File: config.mk
export PLATFORM = sky130hd
export DESIGN_NAME = lsu_mem_if
export DESIGN_NICKNAME = d
export VERILOG_FILES = /design/src/rtl/lsu_mem_if.sv
export SDC_FILE = /design/constraint.sdc
export NUM_CORES = 1
export LEC_CHECK = 0
export CAP_MARGIN = 20
export CORE_MARGIN = 2
export CORE_UTILIZATION = 33
export DETAILED_ROUTE_END_ITERATION = 16
export SLEW_MARGIN = 0
export SYNTH_ARGS = -nofsm -noshare
export SYNTH_HDL_FRONTEND = slang
export SYNTH_SLANG_ARGS = --single-unit
File: constraint.sdc
create_clock -name clk -period 1.77 [get_ports clk]
set_input_delay 0.4425 -clock clk [delete_from_list [all_inputs] [get_ports clk]]
set_output_delay 0.4425 -clock clk [all_outputs]
set_load 0.005 [all_outputs]
File: src/rtl/lsu_mem_if.sv
// Load/store memory interface stage: accepts one load or store from execute,
// checks alignment/legality, issues a word-aligned DMEM request with byte mask
// and lane-shifted store data, and hands raw load words to the format stage.
module lsu_mem_if #(
  parameter int ADDR_W = 32,
  parameter int DATA_W = 32
) (
  input  logic              clk,
  input  logic              rst_n,
  input  logic              req_valid,
  output logic              req_ready,
  input  logic              req_we,
  input  logic [2:0]        req_funct3,
  input  logic [ADDR_W-1:0] req_addr,
  input  logic [DATA_W-1:0] req_wdata,
  output logic              mem_req_valid,
  input  logic              mem_req_ready,
  output logic [ADDR_W-1:0] mem_addr,
  output logic [3:0]        mem_we,
  output logic [DATA_W-1:0] mem_wdata,
  input  logic              mem_rsp_valid,
  input  logic [DATA_W-1:0] mem_rsp_data,
  output logic              ld_valid,
  output logic [DATA_W-1:0] ld_data,
  output logic [1:0]        ld_offset,
  output logic [2:0]        ld_sel,
  output logic              st_done,
  output logic              err,
  output logic              stall
);

  typedef enum logic [1:0] {IDLE, ISSUE, WAIT_RSP} state_e;

  state_e              state_q, state_d;
  logic                we_q, we_d;
  logic [2:0]          funct3_q, funct3_d;
  logic [1:0]          off_q, off_d;
  logic                mem_req_valid_q, mem_req_valid_d;
  logic [ADDR_W-1:0]   mem_addr_q, mem_addr_d;
  logic [3:0]          mem_we_q, mem_we_d;
  logic [DATA_W-1:0]   mem_wdata_q, mem_wdata_d;
  logic                ld_valid_q, ld_valid_d;
  logic [DATA_W-1:0]   ld_data_q, ld_data_d;
  logic [1:0]          ld_offset_q, ld_offset_d;
  logic [2:0]          ld_sel_q, ld_sel_d;
  logic                st_done_q, st_done_d;
  logic                err_q, err_d;

  // Misaligned halfword/word, reserved funct3, or unsigned-load codes on a store.
  function automatic logic op_legal(input logic we, input logic [2:0] f3,
                                    input logic [1:0] off);
    case (f3)
      3'b000:  op_legal = 1'b1;
      3'b001:  op_legal = !off[0];
      3'b010:  op_legal = (off == 2'b00);
      3'b100:  op_legal = !we;
      3'b101:  op_legal = !we && !off[0];
      default: op_legal = 1'b0;
    endcase
  endfunction

  // funct3 to the dense load-format code used downstream.
  function automatic logic [2:0] sel_of(input logic [2:0] f3);
    case (f3)
      3'b001:  sel_of = 3'd1;
      3'b010:  sel_of = 3'd2;
      3'b100:  sel_of = 3'd3;
      3'b101:  sel_of = 3'd4;
      default: sel_of = 3'd0;
    endcase
  endfunction

  // Next-state and next-output logic for the IDLE/ISSUE/WAIT_RSP sequence.
  always_comb begin
    // NOTE: every _d defaults to its _q (pulses to 0) before the case, so no latch is inferred.
    state_d         = state_q;
    we_d            = we_q;
    funct3_d        = funct3_q;
    off_d           = off_q;
    mem_req_valid_d = mem_req_valid_q;
    mem_addr_d      = mem_addr_q;
    mem_we_d        = mem_we_q;
    mem_wdata_d     = mem_wdata_q;
    ld_valid_d      = 1'b0;
    ld_data_d       = ld_data_q;
    ld_offset_d     = ld_offset_q;
    ld_sel_d        = ld_sel_q;
    st_done_d       = 1'b0;
    err_d           = 1'b0;
    case (state_q)
      IDLE: begin
        if (req_valid) begin
          if (!op_legal(req_we, req_funct3, req_addr[1:0])) begin
            err_d = 1'b1;
          end else begin
            state_d         = ISSUE;
            we_d            = req_we;
            funct3_d        = req_funct3;
            off_d           = req_addr[1:0];
            mem_req_valid_d = 1'b1;
            mem_addr_d      = {req_addr[ADDR_W-1:2], 2'b00};
            mem_we_d        = 4'b0000;
            mem_wdata_d     = req_wdata;
            if (req_we) begin
              case (req_funct3)
                3'b000: begin
                  mem_we_d    = 4'b0001 << req_addr[1:0];
                  mem_wdata_d = {4{req_wdata[7:0]}};
                end
                3'b001: begin
                  mem_we_d    = 4'b0011 << req_addr[1:0];
                  mem_wdata_d = {2{req_wdata[15:0]}};
                end
                default: mem_we_d = 4'b1111;
              endcase
            end
          end
        end
      end
      ISSUE: begin
        if (mem_req_ready) begin
          mem_req_valid_d = 1'b0;
          if (we_q) begin
            st_done_d = 1'b1;
            state_d   = IDLE;
          end else begin
            state_d = WAIT_RSP;
          end
        end
      end
      WAIT_RSP: begin
        if (mem_rsp_valid) begin
          ld_valid_d  = 1'b1;
          ld_data_d   = mem_rsp_data;
          ld_offset_d = off_q;
          ld_sel_d    = sel_of(funct3_q);
          state_d     = IDLE;
        end
      end
      default: state_d = IDLE;
    endcase
  end

  // State and registered outputs; reset abandons any in-flight transaction.
  always_ff @(posedge clk or negedge rst_n) begin
    if (!rst_n) begin
      state_q         <= IDLE;
      we_q            <= 1'b0;
      funct3_q        <= 3'b000;
      off_q           <= 2'b00;
      mem_req_valid_q <= 1'b0;
      mem_addr_q      <= '0;
      mem_we_q        <= 4'b0000;
      mem_wdata_q     <= '0;
      ld_valid_q      <= 1'b0;
      ld_data_q       <= '0;
      ld_offset_q     <= 2'b00;
      ld_sel_q        <= 3'b000;
      st_done_q       <= 1'b0;
      err_q           <= 1'b0;
    end else begin
      // NOTE: non-blocking so every flop samples pre-edge values and updates together.
      state_q         <= state_d;
      we_q            <= we_d;
      funct3_q        <= funct3_d;
      off_q           <= off_d;
      mem_req_valid_q <= mem_req_valid_d;
      mem_addr_q      <= mem_addr_d;
      mem_we_q        <= mem_we_d;
      mem_wdata_q     <= mem_wdata_d;
      ld_valid_q      <= ld_valid_d;
      ld_data_q       <= ld_data_d;
      ld_offset_q     <= ld_offset_d;
      ld_sel_q        <= ld_sel_d;
      st_done_q       <= st_done_d;
      err_q           <= err_d;
    end
  end

  assign stall         = (state_q != IDLE);
  assign req_ready     = !stall;
  assign mem_req_valid = mem_req_valid_q;
  assign mem_addr      = mem_addr_q;
  assign mem_we        = mem_we_q;
  assign mem_wdata     = mem_wdata_q;
  assign ld_valid      = ld_valid_q;
  assign ld_data       = ld_data_q;
  assign ld_offset     = ld_offset_q;
  assign ld_sel        = ld_sel_q;
  assign st_done       = st_done_q;
  assign err           = err_q;

endmodule

==> results.yml <==
final_layout:
  layout-drive-gt1-share: 0.357
  fill_cells: 1243
  layout.nets: 667
  area_growth_pct: 65.4
  regArea_um2: 2880
  multiInputGateArea_um2: 2030
  finalCoreUtilization: 0.554
  stdcell_area_um2: 8320
power_and_ir_drop:
  power.leakage_nw: 3.99
  total_power_mw: 11.7
  comb_power_share: 0.348
  p_switching_mw: 2.75
  power_frac_seq: 0.360
  swShare: 0.235
  vdd_drop_max_mv: 0.712
  clkPwrFrac: 0.292
  intPower_mw: 8.97
  power_density_nw_per_um2: 1410
route:
  routed_wl_mm: 12.2
  viasPerCell: 4.46
  met1_length_mm: 5.06
  antenna_left: 0
  drtIter0Drc: 106
  highest_layer: "met4"
  via_count: 3413
  wl_met3_mm: 1.33
  wire_per_inst_um: 16.0
  dr_wl_met2_mm: 5.62
  first_pass_iters: 4
  drc: 0
setup_path:
  rrSetupSlack_ns: 0.14
  slowest_stage: "clkdlybuf4s50_1"
  critPathMaxStageDelay_ns: 0.52
  end_kind: "output pin"
  crit_family: "buffers and inverters"
  r2r-start: "state_q[0]"
  worstSetupPathType: "reg2out"
  cp.required_ns: 1.33
  critPathLaunch: "mem_addr[12]"
  cp_cell_sequence: "clkdlybuf4s50_1"
  crit_fanout: 2
  cp.buffers_inverters: 1
  r2r_cells: 7
  r2r-end: "mem_wdata[5]"
  critPathArrivalTime_ns: 1.28
  start_kind: "flop"
floorplanning:
  core_area_um2: 15000
  die_w_um: 127
  dieArea_um2: 16300
  pin_count: 216
  initial_core_util: 0.335
  fp.dieH_um: 127
  num_rows: 45
clock_tree:
  clkLatencyLatePin_ns: 0.40
  clock_path_buffers: 2
  cts.sinks: 115
  cts_tree: "built"
  cts.clk_slew.worst_paths_ns: 0.05
  cts_root_buf: "clkbuf_16"
  h-tree-depth: 4
  cts_inserted_buffers: 17
timing:
  fin_crit_ns: 1.72
  setup_tns_ns: 0
  holdWs_ns: 0.426
  maxSlewViolCount: 0
  finClkSkew_ns: 0.00420
  final_hold_viol_count: 0
  grt_setup_unrepaired: "false"
  final-setup-viol-count: 0
  max_freq_ghz: 0.582
  fin_crit_sh: 0.971
global_route:
  grt.total_usage: 0.156
  grt_pass1_wl_mm: 19.7
  grt_antenna_before_repair: 1
  grt_start_max_net_pins: 52
  grt.overflow.total: 0
  grt_pass1_vias: 3825
flow_run:
  maxCapViolCount: 0
synthesis:
  yosys_warnings: 0
  ys_seq_area_frac: 0.572
  syn_area_per_cell_um2: 16.1
  synth_cells: 312
  yosys_register_bits: 115
  syn_area_um2: 5030
  ys_types: 31
hold_path:
  hold_path_end: "err"
  hold_depth: 3
  hp-start: "req_addr[1]"
  hold_path.class: "in2reg"
place:
  port_buffers: 213
  place_area_um2: 7610
  gp_congestion: 0.733
  place_hpwl_mm: 8.86
run_status:
  status: "finished, final reports clean"
==> cell type report <==
cell class              count  area share
diodes                      3    0.000902
clock buffers              28      0.0645
well taps                 188      0.0283
inverters                   4     0.00180
flip-flops and latches    115       0.346
repair buffers            248       0.307
multi-input cells         176       0.244
clock inverters             3     0.00782
==> repair_timing <==
item,CTS,global route
buffers inserted,3,2
hold buffers,1,0
pin swaps,1,2
setup endpoints to repair,74,44
gates resized for setup,7,27
hold endpoints to repair,23,0
==> metrics by stage <==
step           std cells  setup WS [ns]
2_1_floorplan        313        0.00224
3_3_place_gp         725         -0.514
3_5_place_dp         725         -0.591
4_1_cts              760        0.00229
5_1_grt              763       0.000293
6_report             765         0.0513
==> Yosys cell counts <==
cell type	n	share of area
clkbuf_1	1	0.00075
or2_2	1	0.0012
nor3b_2	1	0.0025
nor2_1	4	0.0030
mux2i_1	1	0.0020
buf_4	3	0.0045
a221oi_1	1	0.0017
buf_6	6	0.013
a32o_1	1	0.0020
nor3_1	1	0.00099
inv_1	4	0.0030
nor2b_1	1	0.0012
a31oi_1	1	0.0012
a21bo_2	1	0.0020
xnor2_1	2	0.0035
dfrtp_1	115	0.57
o31ai_1	3	0.0045
nor4b_4	1	0.0047
o211ai_1	1	0.0015
a21oi_1	3	0.0030
conb_1	1	0.00075
nand2_1	6	0.0045
nand3b_1	2	0.0030
nor4_1	1	0.0012
o21ai_0	2	0.0020
buf_1	4	0.0030
buf_2	4	0.0040
nand2b_1	2	0.0025
mux2_4	57	0.17
mux2_2	80	0.18
o21bai_1	1	0.0015
==> state kept, by name, summed over array words and instances, names as in the netlist, 2 cells and up <==
register and count:
funct3_q 3, ld_data 32, ld_offset 2, ld_sel 3
mem_addr 30, mem_wdata 32, mem_we 4, off_q 2
state_q 2
==> power groups by stage <==
stage	registers, mW	logic (mW)	clock network (mW)
final	4.22	4.08	3.42
after global routing	4.36	4.38	3.68
after CTS	4.24	4.20	3.52
after detailed placement	4.25	4.17	0
after global placement	4.24	4.12	0
after floorplan	4.29	1.46	0
==> tightest hold or removal path: stages <==
cell	delay [ns]
dlymetal6s2s_1	0.15
nor4_2	0.06
nor3_1	0.12
==> placed cells by master, fill, tap and decap left out, drive strengths merged, types with 2 or more instances in the layout <==
cell           count
conb               2
a21oi              3
diode              3
nor2               4
inv                4
dlymetal6s2s      26
o21ai              2
o31ai              3
nand2              6
dlygate4sd2        6
nand3b             2
bufinv             2
clkbuf            28
mux2             137
nand2b             2
dfrtp            115
xnor2              2
clkdlybuf4s50    179
buf               35
==> cells by family after synthesis <==
| group | synth area share |
|---|---|
| AO/OA/AOI/OAI | 0.0194 |
| XOR/XNOR | 0.00348 |
| buffers and inverters | 0.0286 |
| flip-flops | 0.572 |
| multiplexers | 0.351 |
| other | 0.000745 |
| AND/OR/NAND/NOR | 0.0249 |
==> worst max-delay path by stage <==
stage | cells after the start | slack, ns | to
2_1_floorplan | 4 | 0.002 | mem_wdata[12]
3_3_place_gp | 6 | -0.51 | mem_wdata[5]
3_5_place_dp | 6 | -0.59 | mem_wdata[10]
4_1_cts | 1 | 0.002 | mem_we[2]
5_1_grt | 1 | 0.0003 | mem_wdata[26]
6_report | 1 | 0.05 | mem_addr[12]
==> metal layers <==
| metal | up-vias | track usage |
|---|---|---|
| met5 | - | 0 |
| met4 | 0 | 0.0595 |
| met3 | 18 | 0.0808 |
| met2 | 152 | 0.241 |
| met1 | 1636 | 0.186 |
| li1 | 1607 | - |
No activity file was read; power rests on OpenSTA's default activity.
==> variant: new RTL, same settings <==
Make the reset (`rst_n`) synchronous in one clocked block.
--- a/src/rtl/lsu_mem_if.sv
+++ b/src/rtl/lsu_mem_if.sv
@@ -144,3 +144,3 @@
   // State and registered outputs; reset abandons any in-flight transaction.
-  always_ff @(posedge clk or negedge rst_n) begin
+  always_ff @(posedge clk) begin
     if (!rst_n) begin
Check against the original RTL: differs if rst_n is asserted again (counterexample within 4 cycles, from zero or initial values and one cycle with rst_n low); with rst_n held inactive, the same outputs for 4 cycles.
==> variant against the unedited design <==
Area after synthesis down 7.1%. Die area down 6.9%. Sequential cell count unchanged. Critical endpoint is now mem_wdata[9]. Cell area down 6.2%. Wire length up 15%. Synthesized cell count up 73%. Setup slack worse by 0.0011 ns. Hold slack worse by 0.029 ns.
Power is not compared: it rests on default switching activity, and its combinational part moved more than twofold at a synthesized area within 25%.
==> variant: results (changes against the unedited design) <==
metric	value	unit	change
layout overhead on the synthesized area	66.98	%	
part of the cycle the worst path needs	0.9717		about the same
Routability Congestion	0.8275		+13%
initial antenna violation count	2		+1
Ant. Diodes	2		-1
Yosys cell types	37		+19%
met1 Track Usage GR	0.2057		+0.01982
post-synthesis compound-gate area fraction	0.2216		+0.2022
multi-input combinational area share	0.2776		+0.03328
Final nets	861		+29%
Worst Skew	0.004220	ns	+0.00001666 ns
met2 usage	0.2990		+0.05808
status	finished clean		
met3 wire length	1.132	mm	-15%
Signal buf overhead	0.3200		+0.01336
post-synthesis mux area share	0.03425		-0.3168
fraction of layout cells with a size suffix above 1	0.08344		-0.2737
Iter 0 DRT Violations	133		+25%
gr usage total	0.1784		+0.02227
top cells by count, synth	nand2_1 (197), dfxtp_1 (115), a21boi_1 (61), a21boi_0 (37), o211ai_1 (17)		
met3 global-route usage	0.06780		-0.01302
M1 WL	5.898	mm	+17%
Finished Layout Cells	949		+24%
Post-Place Cells	915		+26%
multi-input combinational cell count	381		+120%
Avg WL per Cell	14.76	um	-7.6%
register area	2303	sq um	-20%
clock network area share	0.07740		+0.005095
largest net degree at the start of global routing	117		+130%
Buffers, non-clock	240		-3.2%
global-route wire length before repair	20.96	mm	+6.5%
hold slack	0.3962	ns	-0.02938 ns
## variant: worst min-delay path, stage by stage
cell and delay [ns]:
dlymetal6s2s_1 0.17, nand2_1 0.08, a21boi_1 0.05
## variant: timing repair
action,CTS,global route
gates resized for setup,2,11
hold buffers,0,0
gates cloned,0,2
pin swaps,0,2
setup endpoints to repair,2,38
## variant: path summary, 6_finish.rpt
kind | endpoint | depth (start not counted) | from
max | mem_wdata[9] | 1 | mem_wdata[9]$_SDFFE_PN0P_
min | we_q$_SDFFE_PN0P_ | 3 | req_we
max reg2reg | mem_wdata[31]$_SDFFE_PN0P_ | 7 | state_q[1]$_SDFFE_PN0P_
min reg2reg | mem_we[0]$_SDFFE_PN0P_ | 2 | mem_we[0]$_SDFFE_PN0P_
## variant: power by group
part	total (W)	switching, W	internal, W	leakage, nW
combinational	0.000844	0.000322	0.000522	1.70
sequential	0.00273	0.0000469	0.00268	0.933
clock	0.00349	0.00113	0.00236	0.298
total	0.00706	0.00150	0.00557	2.93
